--- src/rtl/div_pkg.sv ---
// Shared state type and sizing constants for the iterative divider.
package div_pkg;

  typedef enum logic [1:0] {
    IDLE,
    CALC,
    DONE
  } div_state_e;

  localparam int unsigned DIV_WIDTH = 32;

  // Divide-by-zero quotient pattern (all ones).
  localparam logic [DIV_WIDTH-1:0] DIV_DZ_QUOT = '1;

  // Iteration counter must hold the value WIDTH itself.
  function automatic int unsigned div_cnt_w(input int unsigned width);
    return $clog2(width + 1);
  endfunction

  localparam int unsigned DIV_CNT_W = div_cnt_w(DIV_WIDTH);

endpackage

--- src/rtl/div_step.sv ---
// One radix-2 restoring division step: shift {R,Q} left, subtract, restore.
module div_step
  import div_pkg::*;
#(
  parameter int unsigned WIDTH = DIV_WIDTH
) (
  input  logic [WIDTH:0]   r_i,
  input  logic [WIDTH-1:0] q_i,
  input  logic [WIDTH-1:0] divisor_i,
  output logic [WIDTH:0]   r_o,
  output logic [WIDTH-1:0] q_o
);

  logic [WIDTH+1:0] r_sh;
  logic [WIDTH+1:0] trial;
  logic [WIDTH-1:0] q_sh;

  always_comb begin
    r_sh  = {r_i, q_i[WIDTH-1]};
    q_sh  = {q_i[WIDTH-2:0], 1'b0};
    trial = r_sh - {2'b00, divisor_i};
    if (trial[WIDTH+1]) begin
      r_o = r_sh[WIDTH:0];
      q_o = q_sh;
    end else begin
      r_o = trial[WIDTH:0];
      q_o = q_sh | {{(WIDTH-1){1'b0}}, 1'b1};
    end
  end

endmodule

--- src/rtl/iterative_divider.sv ---
// Multi-cycle DIV/DIVU unit: WIDTH restoring steps, then signed fix-up into LO/HI.
module iterative_divider
  import div_pkg::*;
#(
  parameter int unsigned WIDTH = DIV_WIDTH
) (
  input  logic             clk,
  input  logic             rst,
  input  logic             div_start,
  input  logic             div_signed,
  input  logic [WIDTH-1:0] dividend,
  input  logic [WIDTH-1:0] divisor,
  input  logic             div_cancel,
  output logic             DIV_Busy,
  output logic             div_done,
  output logic [WIDTH-1:0] quotient,
  output logic [WIDTH-1:0] remainder
);

  localparam int unsigned      CNT_W    = div_cnt_w(WIDTH);
  localparam logic [CNT_W-1:0] CNT_INIT = CNT_W'(WIDTH);
  localparam logic [WIDTH-1:0] DZ_QUOT  =
    WIDTH'({((WIDTH + DIV_WIDTH - 1) / DIV_WIDTH){DIV_DZ_QUOT}});

  div_state_e       state_q;
  logic [CNT_W-1:0] cnt_q;
  logic [WIDTH:0]   r_q, r_d;
  logic [WIDTH-1:0] q_q, q_d;
  logic [WIDTH-1:0] dvsr_q;
  logic             q_neg_q, r_neg_q;
  logic             done_q;
  logic [WIDTH-1:0] quot_q, rem_q;

  logic [WIDTH-1:0] dividend_abs, divisor_abs;
  logic [WIDTH-1:0] quot_fix, rem_fix;
  logic             accept;

  div_step #(
    .WIDTH(WIDTH)
  ) u_step (
    .r_i      (r_q),
    .q_i      (q_q),
    .divisor_i(dvsr_q),
    .r_o      (r_d),
    .q_o      (q_d)
  );

  always_comb begin
    dividend_abs = (div_signed && dividend[WIDTH-1]) ? -dividend : dividend;
    divisor_abs  = (div_signed && divisor[WIDTH-1])  ? -divisor  : divisor;
    quot_fix     = q_neg_q ? -q_d : q_d;
    rem_fix      = r_neg_q ? -r_d[WIDTH-1:0] : r_d[WIDTH-1:0];
    accept       = div_start && !div_cancel && (state_q != CALC);
    DIV_Busy     = (state_q == CALC) || ((state_q == IDLE) && accept);
  end

  // Results are written on the edge that enters DONE, using the final step's
  // combinational output, so they are valid in the same cycle as div_done.
  // With a zero divisor R ends as |dividend|, so the remainder fix-up
  // reproduces the dividend as issued.
  always_ff @(posedge clk) begin
    if (rst) begin
      state_q <= IDLE;
      cnt_q   <= '0;
      r_q     <= '0;
      q_q     <= '0;
      dvsr_q  <= '0;
      q_neg_q <= 1'b0;
      r_neg_q <= 1'b0;
      done_q  <= 1'b0;
      quot_q  <= '0;
      rem_q   <= '0;
    end else begin
      done_q <= 1'b0;
      if (div_cancel) begin
        state_q <= IDLE;
      end else if (accept) begin
        r_q     <= '0;
        q_q     <= dividend_abs;
        dvsr_q  <= divisor_abs;
        q_neg_q <= div_signed && (dividend[WIDTH-1] ^ divisor[WIDTH-1]);
        r_neg_q <= div_signed && dividend[WIDTH-1];
        cnt_q   <= CNT_INIT;
        state_q <= CALC;
      end else if (state_q == CALC) begin
        r_q   <= r_d;
        q_q   <= q_d;
        cnt_q <= cnt_q - 1'b1;
        if (cnt_q == CNT_W'(1)) begin
          state_q <= DONE;
          done_q  <= 1'b1;
          quot_q  <= (dvsr_q == '0) ? DZ_QUOT : quot_fix;
          rem_q   <= rem_fix;
        end
      end else begin
        state_q <= IDLE;
      end
    end
  end

  assign div_done  = done_q;
  assign quotient  = quot_q;
  assign remainder = rem_q;

endmodule
--- config.mk ---
export PLATFORM = sky130hd
export DESIGN_NAME = iterative_divider
export DESIGN_NICKNAME = d
export VERILOG_FILES = /design/src/rtl/div_pkg.sv /design/src/rtl/div_step.sv /design/src/rtl/iterative_divider.sv
export SDC_FILE = /design/constraint.sdc
export NUM_CORES = 1
export LEC_CHECK = 0
export CAP_MARGIN = 20
export CORE_MARGIN = 4
export CORE_UTILIZATION = 35
export CTS_CLUSTER_SIZE = 40
export DETAILED_ROUTE_END_ITERATION = 8
export SYNTH_ARGS = -nofsm -noshare
export SYNTH_HDL_FRONTEND = slang
export SYNTH_SLANG_ARGS = --single-unit
--- constraint.sdc ---
create_clock -name clk -period 7.6 [get_ports clk]
set_clock_uncertainty 0.1 [all_clocks]
set_input_delay 1.52 -clock clk [delete_from_list [all_inputs] [get_ports clk]]
set_output_delay 1.52 -clock clk [all_outputs]
set_load 0.01 [all_outputs]
Yosys cells after proc, flatten, opt, wreduce, memory -nomap -nowiden. Index checks and enable logic that the tools add are counted. W data, S select, Z words.

Bits in registers: 172. Word-level logic and storage cells: 58. Output and inout bits: 66.

Reduce and logical (&&, ||, !) cells: 16. Muxes and demuxes: 17. Bitwise operators: 4. Add/subtract/negate cells: 6. Eq/ne operators: 4.

Operator list (count): $mux W32 (7); $neg A32 Y32 (4); $mux W33 (3); $sub A34 B32 Y34 (1); $logic_not A32 Y1 (1); $mux W6 (2); $eq A6 B1 Y1 const B (1); $logic_and A1 B1 Y1 (6); $sub A6 B1 Y6 const B (1); $mux W1 (5); $reduce_and A2 Y1 (2); $reduce_and A4 Y1 (1); $reduce_or A4 Y1 (1); $ne A3 B2 Y1 const B (1); $not A1 Y1 (3); $eq A2 B1 Y1 const B (1); $logic_not A2 Y1 (1); $ne A2 B1 Y1 const B (1); $reduce_bool A2 Y1 (1); $reduce_or A2 Y1 (1); $logic_not A1 Y1 (1); $logic_or A1 B1 Y1 (1); $xor A1 B1 Y1 (1).

Depth between registers and ports, before layout.
Depth after elaboration: 5. Depth in mapped cells: 25. Gate-level depth less buffers: 20.

By module. From an unflattened synthesis, not the netlist that was laid out.

Cell total of the unflattened synthesis: 1435. Area, all modules: 11456.0 um2.

By module, submodules not included: iterative_divider (seq. area each 3443.3 um2, instances 1, area an instance 9052.4 um2, cells each 1076); div_step (seq. area each 0.0 um2, instances 1, area an instance 2403.6 um2, cells each 359).

Worst setup path before layout. Ideal clock, no wire load.

Kind: register -> register. Start: reg dvsr_q[9]. End: reg quot_q[30] (netlist: quotient[30]). Path buffers: 4. Arrival time: 5.004 ns. Slack: 2.411 ns. Cell stages (with the launch flop): 23. Clock period less this slack: 5.189 ns. Library setup time: 0.086 ns. Required time: 7.414 ns. Cell sequence: dfxtp_1 inv_1 ha_1 buf_2 nand4_1 nor2_1 a221oi_2 a21oi_1 nor3_2 nor2_4 inv_2 buf_2 buf_2 buf_1 ha_1 nand2_1 or2_2 or3_1 or3_1 o41ai_1 nand2_1 xnor2_1 a211oi_1.

Word-level cells in the longest chain between the ends: 5. Elaborated cells on any way between the ends: 6. Those cells by class: add/sub (2); mux (3); reduce/logical (1).

Ends and longest elaborated chain: start, declared (RTL line iterative_divider.sv:29) `logic [WIDTH-1:0] dvsr_q;`; start signal, assigned (RTL line iterative_divider.sv:80) `dvsr_q <= divisor_abs;`; $sub A34 B32 Y34 (RTL line div_step.sv:21) `trial = r_sh - {2'b00, divisor_i};`; $mux W1 (RTL line div_step.sv:22) `if (trial[WIDTH+1]) begin`; $neg A32 Y32 (RTL line iterative_divider.sv:51) `quot_fix = q_neg_q ? -q_d : q_d;`; $mux W32 (RTL line iterative_divider.sv:51); $mux W32 * (RTL line iterative_divider.sv:92) `quot_q <= (dvsr_q == '0) ? DZ_QUOT : quot_fix;`; end signal, assigned (RTL line iterative_divider.sv:92); end, declared (RTL line iterative_divider.sv:32) `logic [WIDTH-1:0] quot_q, rem_q;`.

Mark *: on every way between the ends. The rest lies on a longest branch, timed or not. A chain may end at the register's enable or synchronous reset.

Final worst setup path. Ends and elaborated chain as after synthesis.

==> key figures <==
Timing
  • Max-slew headroom: 31.01%
  • Max Clk Rate: 180.4 MHz
  • Min cycle time layout: 5545 ps
  • Max-slew violation count: 0
  • RSZ-0062 raised after global routing: no
  • Pin slew with the least headroom to its limit: 1033 ps
  • Final setup viols: 0
  • Period utilization: 72.96%
  • Fin Setup TNS: 0 ps
  • Final hold violations: 0

Global route
  • Largest net degree at the start of global routing: 96
  • Vias in the first global route: 11060
  • Tot GR Track Use: 21.23%
  • Initial antenna violation count: 0
  • First-pass GRT wire length: 61.89 mm
  • Grt total ovfl: 0

Run status
  • Status: completed

Power
  • Part of the power in the clock network: 38.6%
  • Maximum vdd drop: 0.1574 mV
  • Logic pwr share: 20.1%
  • P_int: 0.001542 W
  • Reg power frac: 41.3%
  • Leak: 4.972 nW
  • Pwr per Cell Area: 164.2 nW/um^2
  • Power Total: 0.002308 W
  • Sw Ratio: 33.21%
  • P_sw: 0.0007665 W

Critical path
  • Buf/Inv on CP: 2
  • Critical Path AT: 5810 ps
  • WP depth: 18
  • CP max FO: 22
  • Worst setup EP type: flop
  • Worst Reg-to-Reg Cells: 18
  • Cell Chain, Critical Path: inv_1 > ha_1 > nand4_1 > nor2_1 > o211ai_1 > a21oi_1 > o21a_1 > nor2_4 > inv_2 > ha_1 > nand2_1 > or2_2 > or3_1 > or3_1 > o41ai_1 > nand2_1 > xnor2_1 > a211oi_1
  • Worst Setup Path Type: flop to flop
  • Slowest stage delay, CP: 490 ps
  • Crit path max-delay family: simple AND/OR/NAND/NOR gates
  • Worst setup SP type: flop
  • Worst Path Required: 7860 ps
  • Critical-path top delay cell: o41ai_1

Synthesis
  • Sequential-to-total area share from yosys stat: 29.12%
  • Top FF cell, synth: dfxtp_1
  • Syn nets: 1699
  • Mapped Area: 11820 um^2
  • Synth unique cells: 81
  • Most common cell in the netlist: nor2_1
  • Largest area contributor in the netlist: dfxtp_1
  • Syn Area/Cell: 7.431 um^2
  • Top cells by count, synth: nor2_1, dfxtp_1, nand2_1
  • Yosys warns: 0
  • Most area-consuming cells after synthesis: dfxtp_1, nor2_1, a211oi_1
  • Mapped Cells: 1591
  • Synth top area share: 29.12%
  • Post-synth EDFFs: 0
  • Async SR Flop Fraction: 0%
  • Synth Register Bits: 172

Detailed routing
  • DR pass1 iterations: 7
  • WL per Instance: 18.68 um
  • Initial drt markers: 846
  • Vias per cell: 5.566
  • Post-route DRC: 0
  • ANT nets after route: 0
  • Via count: 11810
  • Final WL: 39.63 mm

Hold path
  • WHS Path Cells: 2
  • Hold/Removal Path Class: flop to flop

Clocking
  • # resized after CTS: 0
  • Bufs on Longest Clock Path: 2
  • TritonCTS clock tree: built
  • Clk sinks: 172
  • Setup bufs post-CTS: 0
  • Total CTS buffers: 17
  • CTS clk-pin slew, worst paths: 80 ps
  • Worst-Skew Late Latency: 450 ps
  • Hold_buf cts: 0
  • Htree depth: 4
  • Clk root buf: clkbuf_16

Floorplanning
  • Die Y: 191.8 um
  • Boundary Pins: 135
  • Die area: 36780 um^2
  • Core Box Area: 33450 um^2
  • Width of the die: 191.8 um
  • # rows: 67
  • Initial Utilization: 35.35%

Layout
  • # fillers: 3440
  • Final-stage net count: 1769
  • FF/Latch Area: 3443 um^2
  • Multi-input logic area: 7818 um^2
  • Layout cells sized above 1: 4.839%
  • Antenna diode count: 0
  • Area grow syn2layout: 18.90%

Placement
  • RePlAce Congestion: 0.9267
  • Dpl hpwl: 30.55 mm
  • I/O Buffers: 134

Flow run
  • Max_cap viols: 0
==> per-stage QoR <==
stage / setup slack [ps] / instances / util (%) / cell area (um^2) / hold WS, ps
6_report: 2055 / 2122 / 42.03 / 14060 / 356.0
5_1_grt: 1595 / 2122 / 42.03 / 14060 / 375.5
4_1_cts: 2131 / 2122 / 42.03 / 14060 / 357.4
3_5_place_dp: 2157 / 2090 / 40.24 / 13460 / 346.9
3_3_place_gp: 2218 / 2090 / 40.24 / 13460 / 340.6
2_1_floorplan: 2411 / 1591 / - / 11820 / 345.0
==> logic make-up after synthesis <==
| family | count (synthesis) | share of synthesized area (%) |
|---|---|---|
| AO/OA/AOI/OAI | 480 | 26.78 |
| XOR/XNOR | 132 | 9.779 |
| adder cells (fa/ha/maj) | 39 | 4.191 |
| buffers and inverters | 151 | 4.963 |
| flip-flops | 172 | 29.12 |
| multiplexers | 25 | 2.159 |
| AND/OR/NAND/NOR | 592 | 23.01 |
==> cells in the final DEF (no fill, tap or decap), types with 9 or more instances in the layout <==
cell type / Yosys / layout
nor3_1: 42 / 42
o31ai_1: 30 / 30
buf_4: 0 / 13
o211ai_1: 12 / 12
xnor2_1: 46 / 46
inv_1: 55 / 55
a311oi_1: 9 / 9
clkdlybuf4s50_1: 0 / 133
a21oi_1: 135 / 135
or4_1: 13 / 13
o41ai_1: 12 / 12
a211oi_1: 103 / 103
nand2_1: 153 / 153
nor2b_1: 13 / 13
clkbuf_16: 0 / 17
mux2i_1: 21 / 21
and2_1: 10 / 10
nand4_1: 14 / 14
nor2_1: 244 / 240
nor4_1: 20 / 20
ha_1: 38 / 38
a22oi_1: 16 / 16
o21ai_0: 88 / 88
dfxtp_1: 172 / 172
nand3_1: 19 / 19
a31oi_1: 9 / 9
or3_1: 23 / 23
xor2_1: 86 / 86
==> registers in the layout, indices dropped and copies added (netlist names) <==
register,count
quotient,32
remainder,32
r_q,33
q_neg_q,1
dvsr_q,32
div_done,1
state_q,2
q_q,32
r_neg_q,1
cnt_q,6
==> power by group through the flow <==
stage          logic [W]  registers (W)  clock network, W
3_3_place_gp    0.000460       0.000972                 0
6_report        0.000464       0.000953          0.000891
2_1_floorplan   0.000311       0.000961                 0
5_1_grt         0.000513       0.000956          0.000941
4_1_cts         0.000461       0.000952          0.000908
3_5_place_dp    0.000460       0.000973                 0
==> final cells by class <==
class | count | share of cell area (%)
Clock buffer | 17 | 3.026
Clock inverter | 15 | 1.219
Inverter | 56 | 1.495
Multi-Input combinational cell | 1268 | 55.61
Sequential cell | 172 | 24.49
Tap cell | 448 | 3.988
Timing Repair Buffer | 146 | 10.16
==> routing by layer <==
| metal | GRT usage, % | vias up | part of all wire, % |
|---|---|---|---|
| met2 | 33.14 | 306 | 44 |
| li1 | - | 5896 | - |
| met5 | 0 | - | 0 |
| met3 | 4.180 | 42 | 5.7 |
| met4 | 5.055 | 0 | 1.6 |
| met1 | 30.19 | 5567 | 48 |
==> tightest hold or removal path: cells and delay by family (launching register included) <==
family           cells  cell delay, ps
AO/OA/AOI/OAI        1              50
flip-flops           1             310
AND/OR/NAND/NOR      1              50
==> worst paths after layout <==
check | start | to | slack (ps)
worst min-delay path | remainder[7] | remainder[7] | 360
worst max-delay path | dvsr_q[9] | quotient[30] | 2060
worst min register to register | remainder[7] | remainder[7] | 360
worst max register to register | dvsr_q[9] | quotient[30] | 2060
Power figures use the tool's default switching activity.
